===== src/rtl/io_port_responder.sv =====
// io_port_responder
//   Device-side endpoint for one IO port. Accepts command words from a port
//   controller over a REQ/ACK handshake, executes them against a small
//   16-bit register bank, and returns register writebacks (RegResponse) and
//   one-shot event notifications (MemResponse) on the response lines.
//
// Ports
//   sys_clk, async_rst      clock and asynchronous active-high reset
//   IOREQ / IOACK           command handshake; transfer on IOREQ && IOACK
//   IOCommandEn             1 = execute the word, 0 = accept and discard
//   IOResponseRequested     request a register writeback for this command
//   IODestRegIn             destination tag echoed on a RegResponse
//   IODataIn                command word {op[31:29], addr[28:27], -, payload[15:0]}
//   IOCommandResponse       one-cycle response strobe
//   IORegResponseFlag       response is a register writeback
//   IOMemResponseFlag       response is an event notification
//   IODestRegOut            echoed tag (0 for event notifications)
//   IODataOut               response data, zero-extended 16-bit value
//   EventIn                 asynchronous external event pin
//   CtrlOut                 live value of reg0
module io_port_responder #(
  parameter int PORTBYTEWIDTH = 4,
  parameter int NUMREGS       = 4,
  parameter int SYNCSTAGES    = 2
) (
  input  logic                       sys_clk,
  input  logic                       async_rst,
  input  logic                       IOREQ,
  output logic                       IOACK,
  input  logic                       IOCommandEn,
  input  logic                       IOResponseRequested,
  input  logic [3:0]                 IODestRegIn,
  input  logic [8*PORTBYTEWIDTH-1:0] IODataIn,
  output logic                       IOCommandResponse,
  output logic                       IORegResponseFlag,
  output logic                       IOMemResponseFlag,
  output logic [3:0]                 IODestRegOut,
  output logic [8*PORTBYTEWIDTH-1:0] IODataOut,
  input  logic                       EventIn,
  output logic [15:0]                CtrlOut
);

  localparam int IOBITWIDTH = 8 * PORTBYTEWIDTH;

  typedef enum logic [2:0] {
    OP_NOP   = 3'd0,
    OP_WRITE = 3'd1,
    OP_READ  = 3'd2,
    OP_SET   = 3'd3,
    OP_CLR   = 3'd4,
    OP_ARM   = 3'd5,
    OP_RSVD  = 3'd6,
    OP_CLK   = 3'd7
  } op_e;

  logic [15:0]           regs [NUMREGS];
  logic [15:0]           event_count;
  logic                  armed_q;
  logic [SYNCSTAGES-1:0] sync_q;
  logic                  prev_q;
  logic                  pending_q;
  logic [15:0]           pending_data_q;

  op_e         op;
  logic [1:0]  addr;
  logic [15:0] payload;
  logic        xfer;
  logic        exec;
  logic        reg_op;
  logic        reg_wr;
  logic        reg_trig;
  logic        arm_xfer;
  logic [15:0] new_val;
  logic        evt_rise;
  logic        mem_fire;
  logic [15:0] count_next;
  logic        unused_fields;

  logic                  resp_n;
  logic                  regf_n;
  logic                  memf_n;
  logic [3:0]            dest_n;
  logic [IOBITWIDTH-1:0] data_n;
  logic                  pend_n;
  logic [15:0]           pend_data_n;

  assign op            = op_e'(IODataIn[31:29]);
  assign addr          = IODataIn[28:27];
  assign payload       = IODataIn[15:0];
  assign unused_fields = ^IODataIn[26:16];

  assign xfer     = IOREQ & IOACK;
  assign exec     = xfer & IOCommandEn;
  assign reg_trig = reg_op & IOResponseRequested;
  assign arm_xfer = exec & (op == OP_ARM);

  // Post-op register value; a READ reports the current contents.
  always_comb begin
    new_val = regs[addr];
    reg_op  = 1'b0;
    reg_wr  = 1'b0;
    if (exec) begin
      case (op)
        OP_WRITE: begin new_val = payload;                reg_op = 1'b1; reg_wr = 1'b1; end
        OP_READ:  begin                                   reg_op = 1'b1;                end
        OP_SET:   begin new_val = regs[addr] | payload;   reg_op = 1'b1; reg_wr = 1'b1; end
        OP_CLR:   begin new_val = regs[addr] & ~payload;  reg_op = 1'b1; reg_wr = 1'b1; end
        default:  begin end
      endcase
    end
  end

  assign evt_rise   = sync_q[SYNCSTAGES-1] & ~prev_q;
  assign count_next = event_count + 16'd1;
  // armed_q is the registered flag, so an edge coinciding with the ARM
  // transfer itself is counted but not reported.
  assign mem_fire   = evt_rise & armed_q;

  // Response arbitration: a RegResponse wins; a colliding MemResponse is
  // parked in the one-deep pending slot. The slot drains the following
  // cycle, which is always free because IOACK is low during a RegResponse.
  always_comb begin
    resp_n      = 1'b0;
    regf_n      = 1'b0;
    memf_n      = 1'b0;
    dest_n      = '0;
    data_n      = '0;
    pend_n      = pending_q;
    pend_data_n = pending_data_q;
    if (reg_trig) begin
      resp_n = 1'b1;
      regf_n = 1'b1;
      dest_n = IODestRegIn;
      data_n = IOBITWIDTH'(new_val);
      if (mem_fire) begin
        pend_n      = 1'b1;
        pend_data_n = count_next;
      end
    end else if (mem_fire) begin
      resp_n = 1'b1;
      memf_n = 1'b1;
      data_n = IOBITWIDTH'(count_next);
    end else if (pending_q) begin
      resp_n = 1'b1;
      memf_n = 1'b1;
      data_n = IOBITWIDTH'(pending_data_q);
      pend_n = 1'b0;
    end
  end

  always_ff @(posedge sys_clk or posedge async_rst) begin
    if (async_rst) begin
      for (int unsigned i = 0; i < NUMREGS; i++) regs[i] <= '0;
      event_count       <= '0;
      armed_q           <= 1'b0;
      sync_q            <= '0;
      prev_q            <= 1'b0;
      pending_q         <= 1'b0;
      pending_data_q    <= '0;
      IOACK             <= 1'b0;
      IOCommandResponse <= 1'b0;
      IORegResponseFlag <= 1'b0;
      IOMemResponseFlag <= 1'b0;
      IODestRegOut      <= '0;
      IODataOut         <= '0;
    end else begin
      // Drop ACK for exactly the RegResponse cycle.
      IOACK <= ~reg_trig;
      if (reg_wr) regs[addr] <= new_val;

      sync_q <= {sync_q[SYNCSTAGES-2:0], EventIn};
      prev_q <= sync_q[SYNCSTAGES-1];
      if (evt_rise) event_count <= count_next;

      if (arm_xfer)      armed_q <= 1'b1;
      else if (mem_fire) armed_q <= 1'b0;

      pending_q         <= pend_n;
      pending_data_q    <= pend_data_n;
      IOCommandResponse <= resp_n;
      IORegResponseFlag <= regf_n;
      IOMemResponseFlag <= memf_n;
      IODestRegOut      <= dest_n;
      IODataOut         <= data_n;
    end
  end

  assign CtrlOut = regs[0];

endmodule


===== config.mk =====
export PLATFORM = sky130hd
export DESIGN_NAME = io_port_responder
export DESIGN_NICKNAME = d
export VERILOG_FILES = /design/src/rtl/io_port_responder.sv
export SDC_FILE = /design/constraint.sdc
export NUM_CORES = 1
export LEC_CHECK = 0
export ABC_AREA = 1
export CAP_MARGIN = 20
export CORE_MARGIN = 2
export CORE_UTILIZATION = 35
export DETAILED_ROUTE_END_ITERATION = 10
export PLACE_DENSITY = 0.55
export REMOVE_ABC_BUFFERS = 1
export SLEW_MARGIN = 25
export SYNTH_ARGS = -nofsm -noshare
export SYNTH_HDL_FRONTEND = slang
export SYNTH_SLANG_ARGS = --single-unit

===== constraint.sdc =====
create_clock -name sys_clk -period 7.8 [get_ports sys_clk]
set_input_delay 1.56 -clock sys_clk [delete_from_list [all_inputs] [get_ports sys_clk]]
set_output_delay 1.56 -clock sys_clk [all_outputs]
set_load 0.05 [all_outputs]

==> results of run 1 <==
-- layer usage --
layer | vias to the layer above | part of all wire
met3 | 19 | 0.041
met5 | - | 0
met2 | 111 | 0.50
met1 | 2500 | 0.45
li1 | 2681 | -
met4 | 0 | 0.014
-- power by group --
group / internal, mW / switching [mW]
registers: 0.695 / 0.0364
logic: 0.0748 / 0.165
clock network: 0.532 / 0.280
total: 1.30 / 0.482
-- how the worst max path moves through the flow --
stage	start	endpoint	slack, ps	cells after the start
final	IOREQ	pending_data_q[9]	3470	9
after global routing	IOREQ	pending_data_q[9]	3000	9
after CTS	IOREQ	pending_data_q[9]	3420	9
after detailed placement	IOREQ	pending_data_q[9]	2990	9
after global placement	IOCommandEn	pending_data_q[0]	3030	9
after floorplan	async_rst	CtrlOut[0]	2910	1
-- cells in the final DEF, fill, tap and decap left out, types with 5 or more instances in the layout --
cell type,count
nand2_2,31
a21oi_1,5
inv_1,53
nor2_4,6
nand3_1,23
dfrtp_1,125
clkbuf_16,17
conb_1,16
nand2_1,427
nor2_1,29
o21ai_0,36
clkdlybuf4s50_1,70
nand4_1,20
a31oi_1,6
-- registers in the layout, indices dropped and copies added (netlist names) --
| name | cells |
|---|---|
| IODataOut | 16 |
| sync_q | 2 |
| regs | 48 |
| event_count | 16 |
| IOCommandResponse | 1 |
| IODestRegOut | 4 |
| CtrlOut | 16 |
| pending_q | 1 |
| armed_q | 1 |
| pending_data_q | 16 |
| prev_q | 1 |
| IOMemResponseFlag | 1 |
| IORegResponseFlag | 1 |
| IOACK | 1 |
-- per-stage QoR --
| step | hold slack, ps | setup WS [ps] | total power, mW |
|---|---|---|---|
| 4_1_cts | 350 | 3420 | 1.80 |
| 6_report | 347 | 3470 | 1.78 |
| 2_1_floorplan | 331 | 2910 | 0.898 |
| 3_3_place_gp | 333 | 3030 | 0.981 |
| 3_5_place_dp | 337 | 2990 | 0.984 |
| 5_1_grt | 360 | 3000 | 1.86 |
-- kinds of logic (layout without fill, tap and decap cells) --
logic type,after synthesis,after routing,synth area share
buf+inv,120,164,0.103
fa+ha+maj,2,2,0.00387
other cells,1,16,0.000580
xor+xnor,6,6,0.00813
flops,125,125,0.484
simple gates,548,548,0.358
compound gates,51,51,0.0434
-- layout make-up --
class | instances | share of cell area
flip-flops and latches | 125 | 0.406
multi-input cells | 623 | 0.354
repair buffers | 72 | 0.0928
clock buffers | 24 | 0.0638
well taps | 229 | 0.0372
inverters | 61 | 0.0323
clock inverters | 7 | 0.0143
==> results by group, run 1 <==
Die
  – Std cell rows: 49
  – Die H: 140 µm
  – Core ar.: 18000 µm²
  – Initial core utilization: 0.359
  – Die ar.: between 15000 and 20000 µm²
  – Die width: approximately 140 µm
  – I/O pin count: 98

Place
  – Area after DPL: 7110 µm²
  – DPL Wire Length: 11000 µm
  – Routability cong.: 0.855
  – Placed Cells: 1110
  – Port buffer count: 70

Yosys
  – Synth Warn #: 0
  – Yosys reg bits: 125
  – Synth area leader: dfrtp_1
  – Count of cell types in the netlist: 31
  – Synth Area per Inst: 7.58 µm²
  – Count leader, synth: nand2_1
  – Post-synth top cells: 427 x nand2_1, 125 x dfrtp_1, 54 x inv_1, 36 x o21ai_0, 35 x buf_4
  – Post-synth EDFFs: 0
  – Mapped cell area: 6460 µm²
  – Sequential-to-total area share from yosys stat: 0.484
  – Primary FF master, synth: dfrtp_1
  – Area share of the largest cell type after synthesis: 0.484
  – Area contributors post-synth: dfrtp_1 48%, nand2_1 25%, buf_4 4.1%, inv_1 3.1%, nand2_2 3.0%
  – Mapped Cells: 853
  – Synth async-reset ratio: 1.00

Critical path
  – Critical path capture point type: flip-flop
  – RR Startpoint: IOACK
  – Worst R2R Path Depth: 8
  – Crit path DAT: 4610 ps
  – Reg2reg end: pending_data_q[9]
  – Req. time, crit path: 8080 ps
  – Critical path class: input pin to flip-flop
  – CP bufs+invs: 3
  – FF-to-FF setup slack: between 4000 and 5000 ps
  – Top delay family on crit path: buffers and inverters
  – Worst Setup Start Kind: input pin
  – Crit Path Max Fanout: 23
  – Critical Path Slowest Stage Cell: ha_1
  – Slowest cell delay on critical path: 640 ps
  – Crit-path cells: clkdlybuf4s50_1, nand3_1, nor2_1, nand2_1, inv_1, ha_1, inv_1, nand2_1, o21ai_0

Final layout
  – # fillers: 1851
  – Register area: roughly 3100 µm²
  – N_diodes: 0
  – Multi-input combinational cell area: 2730 µm²
  – Layout cells sized above 1: 0.0910
  – Post-Layout Cell Count: 1141
  – Final instance area: 7710 µm²
  – Utilization after layout: 0.428
  – Area delta synth->final: 19.3%
  – Final nets: between 900 and 1000

Drt
  – Vias per cell: ~4.7
  – DRT iter0 DRCs: 381
  – DRT Pass-1 Iters: 5
  – Final Routed Wirelength: 17100 µm
  – Remaining DRCs: 0
  – Wire per inst: 14.9 µm
  – Vias after detailed routing: around 5300
  – Routed Antenna Nets: 0

Clocking
  – Post-CTS Setup Bufs: 0
  – Skew-Pair Late Insertion Delay: roughly 420 ps
  – Clk root buf: clkbuf_16
  – Clk sinks: 125
  – Hold_buf cts: 0
  – Clock Tree Buf Depth: 2
  – CTS clk-pin slew, worst paths: 50 ps
  – Post-CTS sizing: 0
  – CTS tree: done
  – CTS buffer count: 17
  – H-tree depth: 4

GRT
  – Overall Global Routing Usage: 0.182
  – GR peak layer: met2
  – Grt met3 use: 0.0448
  – Vias in the first global route: 5186
  – Initial antenna violation count: 0
  – Largest net degree at the start of global routing: 75
  – First-pass GRT wire length: 27800 µm
  – Met1 Use GR: 0.229
  – GRT overflow: 0
  – Met2 usage: 0.312

Timing
  – Min Tclk post-route: 4330 ps
  – Fin crit share: 0.555
  – Worst Skew: 8.58 ps
  – Final hold vios: 0
  – # setup viols final: 0
  – Max_slew headroom: 0.371
  – Setup TNS: 0 ps
  – Max-slew violation count: 0
  – Slew @ Worst Pin: 943 ps
  – Fmax achieved: 0.231 GHz
  – RSZ-0062 raised after global routing: no

Flow run
  – Max-cap viol count: 0

Hold path
  – HP Class: flip-flop to flip-flop
  – HP Start: sync_q[0]
  – Hold EP: sync_q[1]
  – WHS Path Cells: 0

Pwr
  – Peak supply drop: between 0.0001 and 0.00015 V
  – Pwr/cell area: approximately 230 nW/µm²
  – Leak: 3.89 nW

Run status
  – Outcome: complete, no violations
Power figures use the tool's default switching activity.
==> run 2: changes to the inputs <==
--- a/config.mk
+++ b/config.mk
@@ -10,7 +10,7 @@
 export CORE_MARGIN = 2
 export CORE_UTILIZATION = 35
 export DETAILED_ROUTE_END_ITERATION = 10
-export PLACE_DENSITY = 0.55
+export PLACE_DENSITY = 0.57
 export REMOVE_ABC_BUFFERS = 1
 export SLEW_MARGIN = 25
 export SYNTH_ARGS = -nofsm -noshare
==> constraint.sdc (replaced) <==
create_clock -name sys_clk -period 3.7 [get_ports sys_clk]
set_input_delay 0.74 -clock sys_clk [delete_from_list [all_inputs] [get_ports sys_clk]]
set_output_delay 0.74 -clock sys_clk [all_outputs]
set_load 0.05 [all_outputs]
==> run 2 against run 1 <==
Wire length down 3.4%. Cell area up 1.1%. Core utilization up 0.47 points. Largest power group unchanged. Critical path type is now flip-flop to flip-flop. Highest routed layer unchanged.
==> results by group, run 2 (synthesis gave the netlist of run 1 again) <==
Critical path
  – CP bufs+invs: 3
  – Crit Path Max Fanout: 17
  – Crit-path cells: nor2_4, inv_1, nor2_4, ha_1, buf_4, inv_1, nand2_1, o21ai_0
  – Critical Path Slowest Stage Cell: nor2_4
  – Req. time, crit path: roughly 4000 ps
  – Worst Setup Start Kind: flip-flop
  – Top delay family on crit path: simple AND/OR/NAND/NOR gates
  – Critical path class: flip-flop to flip-flop
  – Setup crit start: prev_q
  – Crit path depth: 8
  – FF-to-FF setup slack: approximately 1100 ps
  – Reg2reg end: pending_data_q[2]
  – Crit path capture: pending_data_q[2]
  – Crit path DAT: around 2900 ps
  – Worst R2R Path Depth: 8
  – RR Startpoint: prev_q
  – Slowest cell delay on critical path: roughly 440 ps
  – Critical path capture point type: flip-flop

GRT
  – Vias in the first global route: ~5000
  – First-pass GRT wire length: between 20000 and 30000 µm
  – GR peak layer: met2
  – Initial antenna violation count: 0
  – Met1 Use GR: 0.224
  – Grt met3 use: 0.0410
  – Largest net degree at the start of global routing: between 40 and 50
  – Met2 usage: 0.294
  – GRT overflow: 0
  – Overall Global Routing Usage: 0.175

Timing
  – Setup TNS: 0 ps
  – Worst Skew: roughly 15 ps
  – # setup viols final: 0
  – Slew @ Worst Pin: 885 ps
  – Worst setup margin: roughly 1100 ps
  – Max-slew violation count: 0
  – Minimum hold slack: between 300 and 400 ps
  – Max_slew headroom: 0.404
  – Fin crit share: 0.713
  – RSZ-0062 raised after global routing: no
  – Min Tclk post-route: 2640 ps
  – Final hold vios: 0
  – Fmax achieved: 0.379 GHz

Place
  – Placed Cells: 1120
  – Port buffer count: 70
  – Area after DPL: 7190 µm²
  – Placement Setup Slack: 765 ps
  – Routability cong.: just over 0.8
  – DPL Wire Length: ~11000 µm

Drt
  – Vias after detailed routing: 5275
  – Remaining DRCs: 0
  – Final Routed Wirelength: 16500 µm
  – DRT iter0 DRCs: 301
  – Wire per inst: 14.3 µm
  – DRT Pass-1 Iters: 5
  – Routed Antenna Nets: 0
  – Vias per cell: between 4 and 5

Hold path
  – HP Class: flip-flop to flip-flop

Pwr
  – Leak: 3.94 nW
  – Power, Total: around 3.7 mW
  – Pwr/cell area: 480 nW/µm²
  – Peak supply drop: 0.000316 V

Final layout
  – Most flops, register: regs
  – Utilization after layout: 0.432
  – Largest register FFs: 48
  – Layout cells sized above 1: 0.104
  – Commonest cells after routing, fill and taps aside: 427 x nand2_1, 125 x dfrtp_1, 70 x clkdlybuf4s50_1
  – Area delta synth->final: 20.6%
  – N_diodes: 0
  – Final nets: 954
  – Post-Layout Cell Count: 1152
  – Commonest non-fill, non-tap cell in the layout: nand2_1
  – Final instance area: 7790 µm²

Die
  – Core ar.: 18000 µm²
  – Die H: 140 µm
  – Initial core utilization: 0.359
  – Std cell rows: between 40 and 50
  – Die ar.: 19600 µm²
  – Die width: 140 µm
  – I/O pin count: 98

Clocking
  – Hold_buf cts: 0
  – Post-CTS sizing: 0
  – Clk sinks: 125
  – Clock Tree Buf Depth: 2
  – Skew-Pair Late Insertion Delay: about 420 ps
  – CTS buffer count: 17
  – H-tree depth: 4
  – CTS clk-pin slew, worst paths: ~60 ps
  – Post-CTS Setup Bufs: 0
  – Clk root buf: clkbuf_16
  – CTS tree: done

Run status
  – Outcome: complete, no violations

Flow run
  – Max-cap viol count: 0
run 2: cell types whose count changed in the layout (fill, tap and decap cells not counted), sizes merged:
cell,before,now
clkinvlp,0,2
clkbuf,24,20
clkinv,7,10
buf,2,12
run 2: power breakdown:
| part | internal [mW] | switching [mW] | total, mW |
|---|---|---|---|
| clock | 1.09 | 0.603 | 1.69 |
| sequential | 1.46 | 0.0752 | 1.54 |
| combinational | 0.164 | 0.350 | 0.514 |
| total | 2.71 | 1.03 | 3.74 |
run 2: routing by layer:
metal / routed length [µm] / vias to the layer above / share of wire
met2: 8040 / 99 / 0.49
met3: 557 / 19 / 0.034
met1: 7640 / 2460 / 0.46
met5: 0 / - / 0
li1: - / 2697 / -
met4: 246 / 0 / 0.015
run 2: final cells by class:
type                    count  area, µm²
clock buffers              20        457
repair buffers             82        803
multi-input cells         623       2730
fillers                  1801      10200
flip-flops and latches    125       3130
inverters                  61        246
clock inverters            12        144
well taps                 229        287
run 2: how the worst min path moves through the flow:
stage / from / endpoint / slack, ps / depth (start not counted)
after detailed placement: sync_q[0] / sync_q[1] / 340 / 0
after global routing: sync_q[0] / sync_q[1] / 370 / 0
after global placement: sync_q[0] / sync_q[1] / 330 / 0
after CTS: sync_q[0] / sync_q[1] / 350 / 0
final: sync_q[0] / sync_q[1] / 350 / 0
after floorplan: sync_q[0] / sync_q[1] / 330 / 0
